==> src/rtl/defines_package.sv <==
// Shared types for the texel path: vertex, triangle and colour layouts plus frame markers.
package defines_package;

    localparam logic [31:0] FRAME_START = 32'h0000_0000;
    localparam logic [31:0] FRAME_END   = 32'h0000_0001;
    localparam int          TEXEL_W     = 168;

    typedef struct packed {
        logic [15:0] z;
        logic [15:0] y;
        logic [15:0] x;
    } Point3D;

    typedef struct packed {
        Point3D r;
        Point3D q;
        Point3D p;
    } Triangle3D;

    typedef struct packed {
        logic [7:0] b;
        logic [7:0] g;
        logic [7:0] r;
    } Color;

    typedef enum logic [1:0] {
        IDLE  = 2'd0,
        LOAD  = 2'd1,
        READY = 2'd2
    } state_t;

endpackage

==> src/rtl/texel_assembler.sv <==
// Assembles one texel (triangle + colour) from a header word and six payload words.
// Latency: texel_ready one cycle after the 7th consuming edge; 7 cycles minimum per frame.
// Backpressure: stops popping AHB words while a texel is held; releases on texel_read.
module texel_assembler
    import defines_package::*;
(
    input  logic              clk,
    input  logic              n_rst,
    input  logic [31:0]       ahb_buffer,
    input  logic              ahb_data_available,
    output logic              ahb_user_read_buffer,
    input  logic              texel_read,
    output Triangle3D         texel_vertices_out,
    output Color              texel_color_out,
    output logic              texel_ready
);

    state_t               state;
    state_t               state_nxt;
    logic [2:0]           count;
    logic [TEXEL_W-1:0]   texel_word;
    logic                 word_vld;

    assign word_vld = ahb_data_available && ahb_user_read_buffer;

    always_ff @(posedge clk or negedge n_rst) begin
        if (!n_rst) begin
            state <= IDLE;
        end else begin
            state <= state_nxt;
        end
    end

    always_comb begin
        state_nxt = state;
        case (state)
            IDLE: begin
                if (word_vld && (ahb_buffer == FRAME_START)) begin
                    state_nxt = LOAD;
                end
            end
            LOAD: begin
                if (word_vld && (count == 3'd5)) begin
                    state_nxt = READY;
                end
            end
            READY: begin
                if (texel_read) begin
                    state_nxt = IDLE;
                end
            end
            default: state_nxt = IDLE;
        endcase
    end

    always_comb begin
        ahb_user_read_buffer = (state != READY);
        texel_ready          = (state == READY);
    end

    // A header value inside LOAD is ordinary payload: no resync once a frame has started.
    always_ff @(posedge clk or negedge n_rst) begin
        if (!n_rst) begin
            count      <= 3'd0;
            texel_word <= '0;
        end else if (word_vld) begin
            if (state == IDLE) begin
                count <= 3'd0;
            end else if (state == LOAD) begin
                count <= (count == 3'd5) ? 3'd0 : count + 3'd1;
                case (count)
                    3'd0:    texel_word[31:0]    <= ahb_buffer;
                    3'd1:    texel_word[63:32]   <= ahb_buffer;
                    3'd2:    texel_word[95:64]   <= ahb_buffer;
                    3'd3:    texel_word[127:96]  <= ahb_buffer;
                    3'd4:    texel_word[159:128] <= ahb_buffer;
                    3'd5:    texel_word[167:160] <= ahb_buffer[7:0];
                    default: ;
                endcase
            end
        end
    end

    assign texel_vertices_out = texel_word[143:0];
    assign texel_color_out    = texel_word[167:144];

endmodule

==> config.mk <==
export PLATFORM = sky130hd
export DESIGN_NAME = texel_assembler
export DESIGN_NICKNAME = d
export VERILOG_FILES = /design/src/rtl/defines_package.sv /design/src/rtl/texel_assembler.sv
export SDC_FILE = /design/constraint.sdc
export NUM_CORES = 1
export LEC_CHECK = 0
export CORE_ASPECT_RATIO = 1.4
export CORE_MARGIN = 2
export CORE_UTILIZATION = 50
export CTS_CLUSTER_DIAMETER = 50
export CTS_CLUSTER_SIZE = 40
export DETAILED_ROUTE_END_ITERATION = 8
export PLACE_DENSITY = 0.85
export SLEW_MARGIN = 30
export SYNTH_ARGS = -nofsm -noshare
export SYNTH_HDL_FRONTEND = slang
export SYNTH_SLANG_ARGS = --single-unit
==> constraint.sdc <==
create_clock -name clk -period 2.8 [get_ports clk]
set_input_delay 0.56 -clock clk [delete_from_list [all_inputs] [get_ports clk]]
set_output_delay 0.56 -clock clk [all_outputs]
set_load 0.01 [all_outputs]
-- Word level (Yosys, flattened, before mapping)
Index checks and enable logic that the tools add are counted.
- bits in registers: 173
- output and inout port bits: 170
- logic and storage cells: 43
- input port bits: 36
- mux-type cells: 7
- add/sub/neg operators: 1
- bitwise gates (word level): 1
- reduce and logical (&&, ||, !) cells: 15
- equality and inequality tests: 11
- operators with widths (cell ; number):
    zero test 32 bit ; 1
    AND reduction 4 bit ; 6
    2-to-1 mux 3 bit ; 3
    != test 2 bit, second input constant ; 4
    equality test 3 x 2 -> 1 bit, second input constant ; 2
    equality test 3 bit, second input constant ; 2
    2-to-1 mux 2 bit ; 3
    one-hot mux 2 bit (3 select lines) ; 1
    adder 3 x 1 -> 3 bit, second input constant ; 1
    equality test 3 x 1 -> 1 bit, second input constant ; 1
    logical AND 1 bit ; 3
    zero test 3 bit ; 1
    AND reduction 3 bit ; 1
    equality test 2 x 1 -> 1 bit, second input constant ; 1
    equality test 2 bit, second input constant ; 1
    zero test 2 bit ; 1
    AND reduction 2 bit ; 1
    nonzero test 2 bit ; 1
    NOT 1 bit ; 1

-- Logic depth before layout (Yosys ltp)
Gate-level depths: netlist (run 1).
- word-level depth: 5
- gate-level depth with buffers: 5
- mapped depth without buffers: 4

-- Least setup slack after synthesis (run 1)
No wires, ideal clock.
- path kind: input -> register
- start point: in ahb_buffer[10]
- end point: reg state[0]
- setup time: 0.092 ns
- cell stages on the path: 3
- path slack: 1.042 ns
- arrival: 1.666 ns
- path buffers: 0
- required time: 2.708 ns
- cell sequence: or4_1 > or4_1 > o31ai_2
- word-level cells in the longest chain between the ends: 4
- RTL lines (element ; line ; text):
    start: declaration ; texel_assembler.sv:9 ; input logic [31:0] ahb_buffer,
    zero test 32 bit ; texel_assembler.sv:38 ; if (word_vld && (ahb_buffer == FRAME_START)) begin
    logical AND 1 bit ; texel_assembler.sv:38 ;
    != test 2 bit (no source line) ; -- ;
    AND reduction 3 bit (no source line) ; -- ;
    end signal: assignment ; texel_assembler.sv:30 ; state <= state_nxt;
    end: declaration ; texel_assembler.sv:18 ; state_t state;
Every way passes these cells.
A chain may end at the register's enable or synchronous reset.

-- Final worst setup path (run 1)
- start point: reg state[0]
- end point: out texel_ready
- word-level cells in the longest chain between the ends: 1
- RTL lines (element ; line ; text):
    equality test 2 bit ; texel_assembler.sv:58 ; texel_ready = (state == READY);
    end: declaration ; texel_assembler.sv:15 ; output logic texel_ready
Every way passes these cells.

==> results of run 1 <==
power by group:
group | switching, mW | internal (mW)
sequential | 0.224 | 2.89
combinational | 0.599 | 0.888
clock | 0.885 | 1.50
critical path: cells and delay by family, from the launching register on:
family	cells	cell delay [ps]
DFF	1	430
and+or+nand+nor	1	260
buffers and inverters	2	620
routing by layer:
layer	track usage (%)	part of all wire, %
met5	0	0
met4	12.3	3.4
met3	4.92	4.6
met2	44.2	54
met1	30.0	38
through the flow:
step           util [%]  hold slack (ps)  instances
6_report           73.7              125        783
5_1_grt            73.7              161        783
4_1_cts            73.7              142        783
3_5_place_dp       69.1              480        754
3_3_place_gp       69.1              467        754
2_1_floorplan         -              264        397
final cells by class:
class | count | area [µm²]
inverters | 3 | 11.3
clock buffers | 21 | 450
fillers | 803 | 3360
flip-flops and latches | 173 | 4330
clock inverters | 8 | 143
repair buffers | 220 | 2180
multi-input cells | 205 | 2150
well taps | 153 | 191
cells in the final DEF (no fill, tap or decap), types with 2 or more instances in the layout:
cell type / count
buf_4: 14
inv_1: 3
nand2_2: 3
mux2_1: 168
nor3_1: 2
clkinv_2: 3
clkbuf_1: 3
nand2_1: 3
bufinv_16: 4
dfrtp_1: 173
nand2b_1: 2
clkdlybuf4s50_1: 204
or4_1: 2
clkbuf_16: 17
nor2b_1: 2
nor4_1: 6
logic make-up (layout without fill, tap and decap cells):
| family | Yosys count | in the layout | synth area share, % |
|---|---|---|---|
| compound gates | 7 | 7 | 0.859 |
| fa+ha+maj | 1 | 1 | 0.191 |
| buf+inv | 19 | 252 | 1.39 |
| flops | 173 | 173 | 66.1 |
| mux | 168 | 168 | 28.9 |
| simple gates | 29 | 29 | 2.63 |
flip-flops by register name (all words and copies together) (netlist names):
name        count
texel_word    168
state           2
count           3
how the worst max path moves through the flow:
stage | from | slack, ps | cells past startpoint | endpoint
after floorplan | ahb_buffer[10] | 1040 | 3 | state[0]
after global placement | ahb_buffer[13] | 460 | 4 | state[0]
after detailed placement | ahb_buffer[13] | 430 | 4 | state[0]
after CTS | state[0] | 520 | 3 | texel_ready
after global routing | state[0] | 460 | 3 | texel_ready
final | state[0] | 520 | 3 | texel_ready
==> key figures, run 1 <==
Timing
  – Endpoints failing setup: 0
  – Max-slew headroom: 60.8%
  – Fin crit share: 81.5%
  – Crit path time final: 2280 ps
  – Setup TNS: 0 ps
  – Clock Skew: 10.9 ps
  – RSZ-0062 raised after global routing: no
  – Max Slew Vio Count: 0
  – Final hold vios: 0
  – Setup ws final: 518 ps
  – Fmax: 438 MHz
  – Least-Margin Pin Slew: 587 ps

Synth
  – Ys async rst share: 100%
  – Top-count cell post-synth: dfrtp_1
  – Post-synth top area cell: dfrtp_1
  – Synthesized area: 6550 µm²
  – Synthesized Nets: 434
  – Top post-synthesis cells by area: dfrtp_1, mux2_1, buf_2
  – Syn Inst Count: 397
  – Synth cell count leaders: dfrtp_1, mux2_1, buf_2
  – Syn Area/Cell: 16.5 µm²
  – #FFs+latches synth: 173
  – Synth top area share: 66.1%
  – EDFF count, synth: 0
  – Library cells used by synthesis: 27
  – Sequential area share after synthesis: 66.1%
  – Number of synthesis warnings: 0
  – Synth Flop Type: dfrtp_1

Place
  – DP Area: 8860 µm²
  – IO Port Bufs: 205
  – Hpwl dp: 12.2 mm
  – GP Congestion: 0.825
  – Dpl ws: 427 ps

Worst setup path
  – RR Endpoint: texel_word[105]
  – Crit path launch type: flop
  – Slowest cell on crit path: clkdlybuf4s50_1
  – Worst reg-to-reg setup slack: 940 ps
  – Worst EP arrival: 1720 ps
  – Critical Path Fanout Max: 6
  – Worst setup EP type: output port
  – Crit Path Class: flop to output port
  – Reg-to-reg critical path startpoint: count[0]
  – Crit-path max cell delay: 530 ps
  – R2r worst-path depth: 5
  – Critical Path, Cell by Cell: nand2b_1 > inv_1 > clkdlybuf4s50_1
  – Worst EP required: 2240 ps

Routing
  – Routed Antenna Nets: 0
  – Total number of vias: 4285
  – DR pass1 iterations: 6
  – DRC Markers: 0
  – 1st-iter DRT viols: 130
  – Vias/cell: 5.47
  – Routed wire length: 16.9 mm
  – DR WL/cell: 21.6 µm

Clocking
  – Clock Latency Late Sink: 420 ps
  – Reg clk slew, reported paths: 60 ps
  – CTS Sinks: 173
  – Post-cts hold buffer count: 0
  – Total clock buffers created by CTS: 17
  – Number of H-tree levels: 4
  – PostCTS Resize Cnt: 0
  – Clk buf depth: 2
  – Setup Fix Bufs, Post-CTS: 0
  – TritonCTS clock tree: built
  – Root buffer cell: clkbuf_16

Power and ir drop
  – Peak VDD IR: 0.533 mV
  – Total power: 6.98 mW
  – Static leakage: 4.45 nW
  – Power per cell area: 739 nW/µm²

Global route
  – First-pass GRT wire length: 27.1 mm
  – Gr usage total: 25.5%
  – Initial antenna violation count: 0
  – GRT overflow: 0
  – Largest net degree at the start of global routing: 66
  – Vias in the first global route: 4812

Floorplan
  – Core area: 12800 µm²
  – Die Area: 14100 µm²
  – Row count: 49
  – IO Count: 206
  – Die Span X: 101 µm
  – Initial Util: 51.1%
  – Die Y-Extent: 139 µm

Finish
  – Design area: 9450 µm²
  – Nets@finish: 657
  – Antenna cells: 0
  – Area Overhead vs Synth: 44.2%
  – Layout cell share with drive strength beyond 1: 7.62%

Job
  – Max-Cap Viols: 0

Min path
  – Worst min-delay path class: primary input to async pin

Run status
  – Status: finished, final reports clean
(Power assumes the default switching activity.)
==> run 2: changes to the inputs <==
CORE_UTILIZATION = 46   (was 50)
PLACE_DENSITY = 0.79   (was 0.85)
clock period = 2.1 ns   (was 2.8 ns; I/O delays follow)
==> run 2 against run 1 <==
  * Final cell count increased by 7.7%
  * First-iteration DRC count shrank 34%
  * Core utilization decreased by 3.3 points
  * Register-to-register slack got worse by 600 ps
  * Largest cell class unchanged
==> key figures, run 2 (synthesis gave the netlist of run 1 again) <==
Global route
  – GRT overflow: 0 (unchanged)
  – Initial antenna violation count: 0 (unchanged)
  – Largest net degree at the start of global routing: 51 (was 66)
  – First-pass GRT wire length: 27.6 mm (was 27.1 mm)
  – Gr usage total: 23.4% (was 25.5%)
  – Vias in the first global route: 4837 (was 4812)

Clocking
  – Clock Latency Late Sink: 420 ps (about the same)
  – TritonCTS clock tree: built (unchanged)
  – Number of H-tree levels: 4 (unchanged)
  – Clk buf depth: 2 (unchanged)
  – Total clock buffers created by CTS: 17 (unchanged)
  – CTS Sinks: 173 (unchanged)
  – Root buffer cell: clkbuf_16 (unchanged)
  – Reg clk slew, reported paths: 70 ps (was 60 ps)

Run status
  – Status: finished, final reports clean (unchanged)

Timing
  – Fin crit share: 93.5%
  – WHS: 489 ps (was 125 ps)
  – Fmax: 509 MHz
  – Max-slew headroom: 71.3% (was 60.8%)
  – Clock Skew: 12.6 ps (was 10.9 ps)
  – Endpoints failing setup: 0 (unchanged)
  – Setup ws final: 137 ps (was 518 ps)
  – RSZ-0062 raised after global routing: no (unchanged)
  – Max Slew Vio Count: 0 (unchanged)
  – Crit path time final: 1960 ps
  – Final hold vios: 0 (unchanged)
  – Least-Margin Pin Slew: 427 ps (was 587 ps)

Routing
  – DRC Markers: 0 (unchanged)
  – Vias/cell: 5.16 (was 5.47)
  – Total number of vias: 4353 (was 4285)
  – DR WL/cell: 20.4 µm (was 21.6 µm)
  – 1st-iter DRT viols: 86 (was 130)
  – Routed Antenna Nets: 0 (unchanged)
  – DR pass1 iterations: 4 (was 6)
  – Routed wire length: 17.2 mm (was 16.9 mm)

Finish
  – Commonest cells after routing, fill and taps aside: clkdlybuf4s50_1, dfrtp_1, mux2_1 (unchanged)
  – Max reg flops: 168 (unchanged)
  – Nets@finish: 682 (was 657)
  – Biggest register: texel_word (unchanged)
  – Area Overhead vs Synth: 49.5% (was 44.2%)
  – Antenna cells: 0 (unchanged)
  – Most common cell after layout, fill and taps aside: clkdlybuf4s50_1 (unchanged)
  – Layout cell share with drive strength beyond 1: 12.0% (was 7.62%)
  – Top Registers: texel_word x168, count x3, state x2 (unchanged)

Floorplan
  – Die Y-Extent: 145 µm (was 139 µm)
  – Die Span X: 105 µm (was 101 µm)
  – Die Area: 15200 µm² (was 14100 µm²)
  – Initial Util: 47.1% (was 51.1%)
  – IO Count: 206 (unchanged)
  – Row count: 51 (was 49)
  – Core area: 13900 µm² (was 12800 µm²)

Power and ir drop
  – Peak VDD IR: 0.542 mV (was 0.533 mV)
  – Power per cell area: 963 nW/µm² (was 739 nW/µm²)
  – Static leakage: 4.64 nW (was 4.45 nW)

Worst setup path
  – Critical Path Fanout Max: 5 (was 6)
  – Crit path launch type: flop (unchanged)
  – Worst setup EP type: output port (unchanged)
  – Crit path launch: state[1] (was state[0])
  – Crit Path Class: flop to output port (unchanged)
  – Worst EP arrival: 1540 ps (was 1720 ps)
  – Worst EP required: 1680 ps (was 2240 ps)
  – Reg-to-reg critical path startpoint: state[0] (was count[0])

Place
  – IO Port Bufs: 205 (unchanged)
  – GP Congestion: 0.788 (was 0.825)
  – Dpl ws: -87.1 ps (was 427 ps)
  – Hpwl dp: 12.4 mm (was 12.2 mm)

Job
  – Max-Cap Viols: 0 (unchanged)

Min path
  – Worst min-delay path class: primary input to async pin (unchanged)
run 2: power breakdown:
group          total, mW  internal [mW]  switching (mW)
Combinational       2.03           1.22           0.809
Sequential          4.13           3.85           0.284
Clock               3.28           1.93            1.35
run 2: timing repair:
action                                  CTS  global route
buffers inserted                          1             0
hold buffers                              1             0
resized for setup                         1             1
endpoints found under the setup margin    2             1
hold endpoints to repair                 38             0
run 2: critical path: stages, from the launching register on:
cell and delay [ps]:
dfrtp_1 430, nand2b_2 150, clkdlybuf4s50_1 560
run 2: path summary, 6_finish.rpt:
kind | to | depth (start not counted) | slack, ps
max | ahb_user_read_buffer | 2 | 140
min | texel_word[30] | 2 | 490
max reg2reg | texel_word[66] | 5 | 340
min reg2reg | texel_word[15] | 1 | 490
max in group asynchronous | texel_word[163] | 3 | 950
min in group clk | texel_word[15] | 1 | 490
run 2: metal layers:
layer  GRT usage, %  vias up  part of all wire (%)
li1               -     1910                     -
met5              0        -                     0
met4           9.07        0                   2.3
met1           28.3     2260                    40
met2           40.9      152                    53
met3           4.72       31                   4.7
run 2: layout make-up:
type                            instances  area, µm²
Sequential cell                       173       4330
Fill cell                             973       4110
Timing Repair Buffer                  245       2460
Multi-Input combinational cell        205       2150
Clock buffer                           18        439
Tap cell                              185        231
Clock inverter                         14        181
Inverter                                3       11.3
run 2: stage by stage:
step | area [µm²] | utilization (%) | std cells | power, mW | TNS [ps]
detailed placement | 9160 | 65.8 | 809 | 6.23 | -124
floorplan | 6550 | - | 397 | 4.77 | 0
finish | 9800 | 70.4 | 843 | 9.44 | 0
global route | 9800 | 70.4 | 843 | 9.81 | 0
global placement | 9160 | 65.8 | 809 | 6.14 | -98.6
CTS | 9800 | 70.4 | 843 | 9.53 | 0
